$ cat src/rtl/pooling_ctrl.sv
// Control sequencer for 2x2 stride-2 pooling over a row-major stream of systolic outputs.
// Drives mux select, register-file write/address controls and result strobes of the pooling datapath.
module pooling_ctrl #(
    parameter int data_width = 16,
    parameter int MAX_W      = 32,
    parameter int AW         = $clog2(MAX_W / 2),
    parameter int DW         = $clog2(MAX_W) + 1
) (
    input  logic            clk,
    input  logic            rst,
    input  logic            start,
    input  logic [DW-1:0]   fm_width,
    input  logic [DW-1:0]   fm_height,
    input  logic            sys_valid,
    output logic            sel_sys,
    output logic            rf_wr_en,
    output logic            rf_wr_src,
    output logic [AW-1:0]   rf_rd_addr,
    output logic [AW-1:0]   rf_wr_addr,
    output logic            out_valid,
    output logic [2*AW-1:0] out_idx,
    output logic            busy,
    output logic            done,
    output logic            err
);

    if (((MAX_W % 2) != 0) || (data_width < 1)) begin : g_param_check
        $error("pooling_ctrl: MAX_W must be even and data_width positive");
    end

    typedef enum logic [1:0] {
        S_IDLE = 2'd0,
        S_RUN  = 2'd1,
        S_DONE = 2'd2
    } state_t;

    localparam logic [DW-1:0]   ONE_D   = DW'(1);
    localparam logic [DW-1:0]   TWO_D   = DW'(2);
    localparam logic [DW-1:0]   MAX_D   = DW'(MAX_W);
    localparam logic [2*AW-1:0] ONE_IDX = (2 * AW)'(1);

    state_t          state_q, state_d;
    logic [DW-1:0]   w_q, w_d;
    logic [DW-1:0]   h_q, h_d;
    logic [DW-1:0]   col_q, col_d;
    logic [DW-1:0]   row_q, row_d;
    logic [2*AW-1:0] idx_q, idx_d;
    logic            err_q, err_d;

    logic dims_ok;
    logic accept;
    logic consume;
    logic last_col;
    logic last_row;

    always_comb begin
        dims_ok  = !fm_width[0] && !fm_height[0] &&
                   (fm_width >= TWO_D) && (fm_width <= MAX_D) &&
                   (fm_height >= TWO_D) && (fm_height <= MAX_D);
        accept   = (state_q == S_IDLE) && start && dims_ok;
        consume  = (state_q == S_RUN) && sys_valid;
        last_col = (col_q == (w_q - ONE_D));
        last_row = (row_q == (h_q - ONE_D));
    end

    // State register
    always_ff @(posedge clk) begin
        if (rst) begin
            state_q <= S_IDLE;
        end else begin
            state_q <= state_d;
        end
    end

    // Next-state logic
    always_comb begin
        state_d = state_q;
        case (state_q)
            S_IDLE:  if (accept) state_d = S_RUN;
            S_RUN:   if (consume && last_col && last_row) state_d = S_DONE;
            S_DONE:  state_d = S_IDLE;
            default: state_d = S_IDLE;
        endcase
    end

    // Datapath counters; everything advances only on a consumed element
    always_comb begin
        w_d   = w_q;
        h_d   = h_q;
        col_d = col_q;
        row_d = row_q;
        idx_d = idx_q;
        err_d = (state_q == S_IDLE) && start && !dims_ok;
        if (accept) begin
            w_d   = fm_width;
            h_d   = fm_height;
            col_d = '0;
            row_d = '0;
            idx_d = '0;
        end else if (consume) begin
            if (last_col) begin
                col_d = '0;
                row_d = last_row ? '0 : row_q + ONE_D;
            end else begin
                col_d = col_q + ONE_D;
            end
            if (row_q[0] && col_q[0]) begin
                idx_d = idx_q + ONE_IDX;
            end
        end
    end

    always_ff @(posedge clk) begin
        if (rst) begin
            w_q   <= '0;
            h_q   <= '0;
            col_q <= '0;
            row_q <= '0;
            idx_q <= '0;
            err_q <= 1'b0;
        end else begin
            w_q   <= w_d;
            h_q   <= h_d;
            col_q <= col_d;
            row_q <= row_d;
            idx_q <= idx_d;
            err_q <= err_d;
        end
    end

    // Output logic: write/valid controls are combinational so the RF writes at this element's edge
    always_comb begin
        sel_sys    = 1'b0;
        rf_wr_en   = 1'b0;
        rf_wr_src  = 1'b0;
        out_valid  = 1'b0;
        busy       = 1'b0;
        done       = 1'b0;
        rf_rd_addr = col_q[AW:1];
        rf_wr_addr = col_q[AW:1];
        out_idx    = idx_q;
        err        = err_q;
        case (state_q)
            S_RUN: begin
                busy = 1'b1;
                if (sys_valid) begin
                    sel_sys = 1'b1;
                    case ({row_q[0], col_q[0]})
                        2'b00: begin
                            rf_wr_en  = 1'b1;
                            rf_wr_src = 1'b0;
                        end
                        2'b01, 2'b10: begin
                            rf_wr_en  = 1'b1;
                            rf_wr_src = 1'b1;
                        end
                        default: begin
                            out_valid = 1'b1;
                        end
                    endcase
                end
            end
            S_DONE:  done = 1'b1;
            default: ;
        endcase
    end

endmodule

$ cat config.mk
export PLATFORM = sky130hd
export DESIGN_NAME = pooling_ctrl
export DESIGN_NICKNAME = d
export VERILOG_FILES = /design/src/rtl/pooling_ctrl.sv
export SDC_FILE = /design/constraint.sdc
export NUM_CORES = 1
export LEC_CHECK = 0
export BUFFER_PORTS_ARGS = -buffer_cell sky130_fd_sc_hd__buf_4
export CAP_MARGIN = 5
export CELL_PAD_IN_SITES_DETAIL_PLACEMENT = 1
export CELL_PAD_IN_SITES_GLOBAL_PLACEMENT = 1
export CORE_AREA = 2 2 73 75
export CTS_CLUSTER_SIZE = 14
export DETAILED_ROUTE_END_ITERATION = 10
export DIE_AREA = 0 0 75 77
export PLACE_DENSITY_LB_ADDON = 0.1
export SLEW_MARGIN = 10
export SYNTH_ARGS = -nofsm -noshare
export SYNTH_HDL_FRONTEND = slang
export SYNTH_SLANG_ARGS = --single-unit
$ cat constraint.sdc
create_clock -name clk -period 2.6 [get_ports clk]
set_input_delay 0.26 -clock clk [delete_from_list [all_inputs] [get_ports clk]]
set_output_delay 0.26 -clock clk [all_outputs]
set_load 0.01 [all_outputs]
==> results of run 1 <==
[how the worst max path moves through the flow]
stage	startpoint	end	slack (ns)	cells past startpoint
after detailed placement	w_q[0]$_SDFFE_PP0P_	state_q[1]$_SDFFE_PP0P_	0.60	7
after CTS	w_q[0]$_SDFFE_PP0P_	state_q[1]$_SDFFE_PP0P_	0.58	7
after global placement	w_q[0]$_SDFFE_PP0P_	state_q[1]$_SDFFE_PP0P_	0.66	7
final	w_q[0]$_SDFFE_PP0P_	state_q[1]$_SDFFE_PP0P_	0.59	7
after floorplan	w_q[0]$_SDFFE_PP0P_	state_q[1]$_SDFFE_PP0P_	0.77	7
after global routing	w_q[0]$_SDFFE_PP0P_	state_q[1]$_SDFFE_PP0P_	0.48	7
[cell type report]
type                    count  share of cell area (%)
well taps                  70                   3.606
flip-flops and latches     35                   28.85
repair buffers             41                   12.67
clock buffers               5                   2.834
inverters                   4                  0.6182
multi-input cells         166                   50.80
clock inverters             3                  0.6182
[cell families after synthesis]
kind of cell	after synthesis	share of synthesized area [%]
simple gates	84	23.67
compound gates	37	14.95
flops	35	34.17
xor+xnor	27	11.90
buf+inv	19	5.674
mux	11	5.369
fa+ha+maj	7	4.271
[per-stage QoR]
step	setup slack (ns)	std cells	power [mW]	hold slack (ns)	util (%)
final	0.5904	324	1.040	0.2256	48.79
after CTS	0.5817	324	1.060	0.2169	48.79
after floorplan	0.7735	220	0.6305	0.3321	-
after detailed placement	0.5974	316	0.6712	0.4968	47.11
after global placement	0.6602	316	0.6702	0.4818	47.11
after global routing	0.4757	324	1.095	0.2261	48.79
[sequential cells by signal (all words and copies together) (netlist names)]
name / flops
state_q: 2
col_q: 6
w_q: 6
err: 1
h_q: 6
out_idx: 8
row_q: 6
[power by group]
part           total [mW]  switching, mW  internal (mW)
clock network       0.382          0.199          0.183
registers           0.559         0.0135          0.546
logic              0.0992         0.0537         0.0455
total                1.04          0.266          0.774
[per-layer routing]
layer	vias up	part of all wire, %	global-route usage, %	wire length, um
li1	842	-	-	-
met1	795	47	24.39	2157
met2	13	49	27.19	2261
met3	7	2.1	3.942	96
met4	0	1.1	4.286	52
met5	-	0	0	0
[critical path: cells and delay by family, from the launching register on]
family,cells,cell delay (ns)
buffers and inverters,1,0.09
adder cells (fa/ha/maj),1,0.24
flip-flops,1,0.40
AO/OA/AOI/OAI,2,0.68
AND/OR/NAND/NOR,3,0.50
[layout by cell type (no fill, tap or decap), types with 2 or more instances in the layout]
cell,n
a21oi_1,4
a31oi_1,5
and2_1,2
and3_1,5
and3b_1,2
buf_4,41
clkbuf_8,5
clkinv_2,3
dfxtp_1,35
ha_1,7
inv_1,4
mux2i_1,11
nand2_1,8
nand2b_1,4
nand3_1,6
nand4_1,4
nor2_1,27
nor2b_1,5
nor3_1,4
nor3_2,7
nor4_2,2
o2111ai_1,4
o211a_1,2
o211ai_1,5
o21ai_0,7
xnor2_1,7
xor2_1,19
==> summary.txt, run 1 <==
Status: complete, no violations
Max-cap viol count: 0
Sequential Area: 700.7 um^2
CTS tree: done
# rows: 26
Total GRT Usage: 17.53%
Initial DRC count: 38
WP data arrival: 2.19 ns
Endpoints failing hold: 0
Peak VDD IR: 0.0002123 V
Worst Max-Slew Pin Slew: 0.5344 ns
TritonRoute pass-1 iters: 4
Core area: 4977 um^2
Max Slew Vio Count: 0
Setup TNS: 0 ns
HP Start: fm_width[3]
GRT overflow: 0
Post-synth cell types: 47
Finished Cell Area: 2429 um^2
CP max FO: 8
Post-Route Skew: 0.009893 ns
Worst skew pair latency: 0.29 ns
Worst r2r path cells: 7
Setup violators final: 0
Synth Net Count: 243
Hold Path Class: in2reg
Seq cells post-synth: 35
Reg2reg end: state_q[1]$_SDFFE_PP0P_
Dominant cell type by area after synthesis: dfxtp_1
IO Count: 39
Share of Yosys cell area claimed by the top area cell type: 34.17%
Sequential share of the synthesized area: 34.17%
Initial antenna violation count: 0
Fillers: 592
Post-route DRC: 0
Number of global-route vias before repair: 1699
PD cells: 428.3 nW/um^2
Post-synth top cells: dfxtp_1, nor2_1, xor2_1
Count leader, synth: dfxtp_1
Fraction of registers with async set/reset: 0%
Tcrit/Tclk final: 77.29%
Via density: 5.114
Leakage: 1.120 nW
Reg clk slew, reported paths: 0.07 ns
Post_cts resized: 0
Max clock buf depth: 2
Ys Warns: 0
Multi-input gate area: 1234 um^2
Syn Area/Cell: 9.321 um^2
Slew margin rel.: 64.37%
Fmax: 497.6 MHz
Total Nets Final: 276
Synth Flop Type: dfxtp_1
Worst Hold Path Cells: 3
Via count: 1657
Port Buf Inserts: 38
Worst path slowest cell: dfxtp_1
Clk sinks: 35
R2R setup slack: 0.59 ns
Worst reg2reg startpoint: w_q[0]$_SDFFE_PP0P_
CTS Buf Count: 5
RSZ-0062 raised after global routing: no
Tmin final: 2.010 ns
Placed Area: 2345 um^2
EDFF count, synth: 0
Critical Path End Type: flip-flop
Crit path cell chain: inv_1, ha_1, and2_4, a211o_1, a32oi_4, nor4_2, and3b_1
Die Y: 77 um
Crit-path max cell delay: 0.40 ns
Gate Count Post-Synth: 220
Mapped Area: 2051 um^2
First-pass GRT wire length: 7.990 mm
Die X-Extent: 75 um
Largest net degree at the start of global routing: 21
Ratio of cells with drive above 1 in the final layout: 27.17%
Crit path required time: 2.78 ns
Ant. Diodes: 0
GPL Wtd Cong: 0.7789
Initial Util: 41.20%
Root Buffer: clkbuf_8
Die area: 5775 um^2
Post-Route WL: 4.568 mm
Crit Path Category: reg2reg
P&R area growth vs syn: 18.43%
Htree depth: 2
Post-CTS setup buffer count: 0
Hold endpoint: w_q[3]$_SDFFE_PP0P_
Crit path launch type: flip-flop
Area contributors post-synth: dfxtp_1, xor2_1, mux2i_1
Hold-fix buffers, CTS: 0
Routed wire length per instance: 14.10 um
Dpl hpwl: 3.366 mm
Post-route ant nets: 0
Note: power is estimated with default switching activity, not from simulation.
==> run 2, diff against run 1 <==
==> constraint.sdc (replaced) <==
create_clock -name clk -period 1.9 [get_ports clk]
set_input_delay 0.19 -clock clk [delete_from_list [all_inputs] [get_ports clk]]
set_output_delay 0.19 -clock clk [all_outputs]
set_load 0.01 [all_outputs]
==> run 2 against run 1 <==
Net effect: hold slack got worse by 0.078 ns; largest cell class unchanged; clock skew decreased by 0.0040 ns; largest power group unchanged; clock power is 31% higher; sequential cell count did not move; total power rose by 38%; clock-buffer cell count is 1 higher.
==> summary.txt, run 2 (synthesis results as in run 1) <==
# rows: 26
Setup violators final: 0
Routed wire length per instance: 14.68 um
Levels on crit path: 8
Tcrit/Tclk final: 95.76%
Post-route ant nets: 0
CP Launch Point: w_q[0]$_SDFFE_PP0P_
IO Count: 39
GPL Wtd Cong: 0.7413
Sequential Area: 703.2 um^2
Sw power: 0.3605 mW
Max clock buf depth: 2
CP max FO: 6
Non-Filler Instances: 337
Htree depth: 2
Critical Path End Type: flip-flop
CP delay by family, top: compound AO/OA/AOI/OAI gates
DR top layer: met4
GRT overflow: 0
Dpl cells: 326
Hold-fix buffers, CTS: 0
Fillers: 586
Fmax: 549.6 MHz
Worst path slowest cell: dfxtp_1
Worst skew pair latency: 0.29 ns
Post-Route WL: 4.948 mm
Die area: 5775 um^2
Total Nets Final: 291
Hold Path Class: in2reg
P&R area growth vs syn: 27.33%
Commonest non-fill, non-tap cell in the layout: buf_4
Crit-path max cell delay: 0.33 ns
Wire length on met3: 137 um
Multi-input gate area: 1284 um^2
Part of the power in registers: 53.1%
Max-cap viol count: 0
Die Y: 77 um
Endpoints failing hold: 0
CTS Buf Count: 5
Crit Path Category: reg2reg
Die X-Extent: 75 um
TritonRoute pass-1 iters: 4
First-pass GRT wire length: 8.073 mm
Ratio of cells with drive above 1 in the final layout: 32.58%
Total GRT Usage: 17.90%
Clk sinks: 35
Initial antenna violation count: 0
Crit path cell chain: inv_1, ha_1, and2_4, a211o_1, a32oi_4, buf_4, nor2_4, nor3_2
Largest net degree at the start of global routing: 21
Commonest non-fill, non-tap cells in the layout: buf_4, dfxtp_1, nor2_1
Via density: 5.193
Comb pwr share: 12.0%
Post-route DRC: 0
R2R setup slack: 0.08 ns
Worst reg2reg startpoint: w_q[0]$_SDFFE_PP0P_
Root Buffer: clkbuf_8
Port Buf Inserts: 38
Crit path launch type: flip-flop
Status: complete, no violations
CTS tree: done
Met2 Wirelength: 2.471 mm
PD cells: 550.0 nW/um^2
Slew margin rel.: 69.71%
Leakage: 1.233 nW
Reg clk slew, reported paths: 0.07 ns
Post-Route Skew: 0.005895 ns
Crit path required time: 2.12 ns
Ant. Diodes: 0
Critical path destination: col_q[3]$_SDFFE_PP0P_
Setup TNS: 0 ns
Largest register FFs: 8
WP data arrival: 2.04 ns
Clock network fraction of design power: 34.8%
Via count: 1750
Tmin final: 1.820 ns
Reg2reg end: col_q[3]$_SDFFE_PP0P_
Peak VDD IR: 0.0003139 V
Initial DRC count: 35
Worst r2r path cells: 8
Worst Max-Slew Pin Slew: 0.4528 ns
Max Slew Vio Count: 0
Switching part of the total power: 25.10%
Internal power: 1.076 mW
Initial Util: 41.20%
Overall power: 1.436 mW
Core area: 4977 um^2
Number of global-route vias before repair: 1764
WP buf/inv: 2
Wire length on met1: 2.280 mm
Dpl hpwl: 3.580 mm
[run 2: per-layer routing]
layer | up-vias | global-route usage [%]
li1 | 871 | -
met1 | 849 | 23.10
met2 | 22 | 29.04
met3 | 8 | 3.154
met4 | 0 | 6.964
met5 | - | 0
[run 2: stage by stage]
stage	setup slack [ns]	cell area, um^2	utilization (%)	hold WS, ns
6_report	0.08049	2611	52.46	0.1475
5_1_grt	-0.02223	2611	52.46	0.1736
4_1_cts	0.01972	2505	50.33	0.1454
3_5_place_dp	0.03982	2432	48.87	0.4464
3_3_place_gp	0.06527	2432	48.87	0.4320
2_1_floorplan	0.07350	2051	-	0.2621
[run 2: cell type report]
cell class	instances	area share [%]
multi-input cells	166	49.16
flip-flops and latches	35	26.93
inverters	4	0.5750
well taps	70	3.354
repair buffers	56	17.20
clock buffers	6	2.779
[run 2: how the worst min path moves through the flow]
| stage | from | to | slack [ns] | depth (start not counted) |
|---|---|---|---|---|
| floorplan | rst | err$_SDFF_PP0_ | 0.26 | 1 |
| global placement | fm_width[2] | w_q[2]$_SDFFE_PP0P_ | 0.43 | 3 |
| detailed placement | fm_width[2] | w_q[2]$_SDFFE_PP0P_ | 0.45 | 3 |
| CTS | fm_height[1] | h_q[1]$_SDFFE_PP0P_ | 0.15 | 3 |
| global route | fm_width[2] | w_q[2]$_SDFFE_PP0P_ | 0.17 | 3 |
| finish | fm_height[1] | h_q[1]$_SDFFE_PP0P_ | 0.15 | 3 |
[run 2: power groups by stage]
stage               combinational (mW)  clock [mW]  sequential, mW
finish                           0.173       0.500           0.763
global route                     0.189       0.543           0.764
CTS                              0.149       0.525           0.762
detailed placement               0.148           0           0.779
global placement                 0.147           0           0.779
floorplan                       0.0859           0           0.777
[run 2: worst min-delay path, cell delays in order]
cell,delay (ns)
buf_4,0.09
mux2i_1,0.05
nor2_1,0.07
[run 2: what timing repair did]
| item | in CTS | in global routing |
|---|---|---|
| setup buffers | 0 | 5 |
| setup endpoints to repair | 0 | 14 |
| resized for setup | 0 | 14 |
==> run 3, diff against run 2 <==
--- a/config.mk
+++ b/config.mk
@@ -9,10 +9,10 @@
 export CAP_MARGIN = 5
 export CELL_PAD_IN_SITES_DETAIL_PLACEMENT = 1
 export CELL_PAD_IN_SITES_GLOBAL_PLACEMENT = 1
-export CORE_AREA = 2 2 73 75
+export CORE_AREA = 2 2 77 79
 export CTS_CLUSTER_SIZE = 14
 export DETAILED_ROUTE_END_ITERATION = 10
-export DIE_AREA = 0 0 75 77
+export DIE_AREA = 0 0 79 81
 export PLACE_DENSITY_LB_ADDON = 0.1
 export SLEW_MARGIN = 10
 export SYNTH_ARGS = -nofsm -noshare
==> constraint.sdc (replaced) <==
create_clock -name clk -period 1.6 [get_ports clk]
set_input_delay 0.16 -clock clk [delete_from_list [all_inputs] [get_ports clk]]
set_output_delay 0.16 -clock clk [all_outputs]
set_load 0.01 [all_outputs]
==> run 3 against run 2 <==
Net effect: the flow now finishes with violations (setup timing); sequential cell count is the same; hold slack lost 0.042 ns; core utilization shrank 1.9 points; via count grew 3.3%; sequential power grew 19%; cell count grew 6.5%; sequential share of layout area shrank 2.3 points; clock skew shrank 0.0017 ns; largest power group unchanged.
==> summary.txt, run 3 (synthesis results as in run 1) <==
First-pass GRT wire length: 8.473 mm
CTS Buf Count: 5
Peak VDD IR: 0.0003572 V
Via count: 1808
CP max FO: 5
Ant. Diodes: 0
Reg2reg end: row_q[2]$_SDFFE_PP0P_
GRT overflow: 0
Reg clk slew, reported paths: 0.07 ns
Tmin final: 1.683 ns
Total Nets Final: 307
Largest net degree at the start of global routing: 21
Commonest non-fill, non-tap cell in the layout: buf_4
R2R setup slack: -0.08 ns
Hold Path Class: in2reg
Largest register FFs: 8
Worst r2r path cells: 8
RSZ-0062 raised after global routing: yes
Non-Filler Instances: 359
Initial antenna violation count: 0
WP data arrival: 1.91 ns
Dpl cells: 348
Max clock buf depth: 2
Root Buffer: clkbuf_8
Crit Path Category: reg2reg
Crit path launch type: flip-flop
Leakage: 1.330 nW
Port Buf Inserts: 38
Routed wire length per instance: 14.31 um
Htree depth: 2
CP Launch Point: w_q[0]$_SDFFE_PP0P_
Post-Route Skew: 0.004187 ns
Setup violators final: 14
Commonest non-fill, non-tap cells in the layout: buf_4, dfxtp_1, nor2_1
Ratio of cells with drive above 1 in the final layout: 45.42%
Post-route DRC: 0
Hold-fix buffers, CTS: 0
TritonRoute pass-1 iters: 4
Endpoints failing hold: 0
# rows: 28
Clk sinks: 35
Overall power: 1.812 mW
Worst Max-Slew Pin Slew: 0.4307 ns
Critical Path End Type: flip-flop
Worst Hold Path Cells: 3
Critical path destination: row_q[2]$_SDFFE_PP0P_
PD cells: 630.9 nW/um^2
Initial Util: 36.13%
Status: complete, but fails checks
Die area: 6399 um^2
Worst reg2reg startpoint: w_q[0]$_SDFFE_PP0P_
Number of global-route vias before repair: 1816
Tcrit/Tclk final: 105.2%
P&R area growth vs syn: 40.02%
Fmax: 594.3 MHz
Violated checks: setup timing
Max Slew Vio Count: 0
Die X-Extent: 79 um
Crit path required time: 1.83 ns
CTS tree: done
GPL Wtd Cong: 0.7862
Worst skew pair latency: 0.30 ns
Post-route ant nets: 0
Max-cap viol count: 0
Slew margin rel.: 71.08%
Dpl hpwl: 3.759 mm
Final worst slack: -0.08255 ns
Post-Route WL: 5.139 mm
Fillers: 666
Total GRT Usage: 16.95%
Initial DRC count: 20
Via density: 5.036
Die Y: 81 um
IO Count: 39
Core area: 5675 um^2
==> run 3: routing by layer <==
layer	vias to the layer above	global-route usage [%]	share of wire, %
met3	5	4.556	4.1
met5	-	0	0
met1	861	20.90	47
met4	0	4.655	1.1
li1	904	-	-
met2	38	29.24	48
==> run 3: worst min-delay path by stage <==
stage,startpoint,end,slack (ns)
6_report,fm_width[3],w_q[3]$_SDFFE_PP0P_,0.11
5_1_grt,fm_width[3],w_q[3]$_SDFFE_PP0P_,0.10
4_1_cts,fm_width[3],w_q[3]$_SDFFE_PP0P_,0.10
3_5_place_dp,fm_width[3],w_q[3]$_SDFFE_PP0P_,0.41
3_3_place_gp,fm_width[3],w_q[3]$_SDFFE_PP0P_,0.40
2_1_floorplan,rst,err$_SDFF_PP0_,0.23
==> run 3: critical path, cell delays in order (launching register included) <==
cell	delay, ns
dfxtp_2	0.35
inv_2	0.05
ha_4	0.17
and2_4	0.15
a211o_1	0.30
a32oi_4	0.19
buf_4	0.17
o21ai_0	0.09
a31oi_1	0.14
==> run 3: area by class of cell <==
class,count,area (um^2),share of cell area (%)
Tap cell,75,93.84,3.268
Clock buffer,6,82.58,2.876
Clock inverter,1,5.005,0.1743
Inverter,4,15.01,0.5229
Timing Repair Buffer,72,593.1,20.65
Multi-Input combinational cell,166,1375,47.89
Sequential cell,35,706.9,24.62
==> run 3: per-stage QoR <==
stage / setup TNS, ns / hold slack [ns] / setup slack [ns] / area (um^2) / utilization, %
6_report: -0.5678 / 0.1052 / -0.08255 / 2872 / 50.60
2_1_floorplan: -0.06024 / 0.2321 / -0.02657 / 2123 / -
3_3_place_gp: -0.6249 / 0.4046 / -0.09266 / 2629 / 46.32
3_5_place_dp: -1.024 / 0.4120 / -0.1174 / 2629 / 46.32
5_1_grt: -2.613 / 0.1044 / -0.1575 / 2872 / 50.60
4_1_cts: -0.6858 / 0.1036 / -0.09198 / 2783 / 49.03
==> run 3: repair_timing <==
action | 4_1_cts | 5_1_grt
setup buffers | 3 | 0
endpoints found under the setup margin | 15 | 35
resized for setup | 12 | 16
pin swaps | 13 | 9
cloned | 0 | 1
==> run 3: power by group <==
part	switching (mW)	total [mW]	leakage, nW	internal (mW)
Clock	0.340	0.679	0.0470	0.338
Sequential	0.0204	0.907	0.285	0.887
Combinational	0.111	0.226	0.998	0.115
Total	0.472	1.81	1.33	1.34
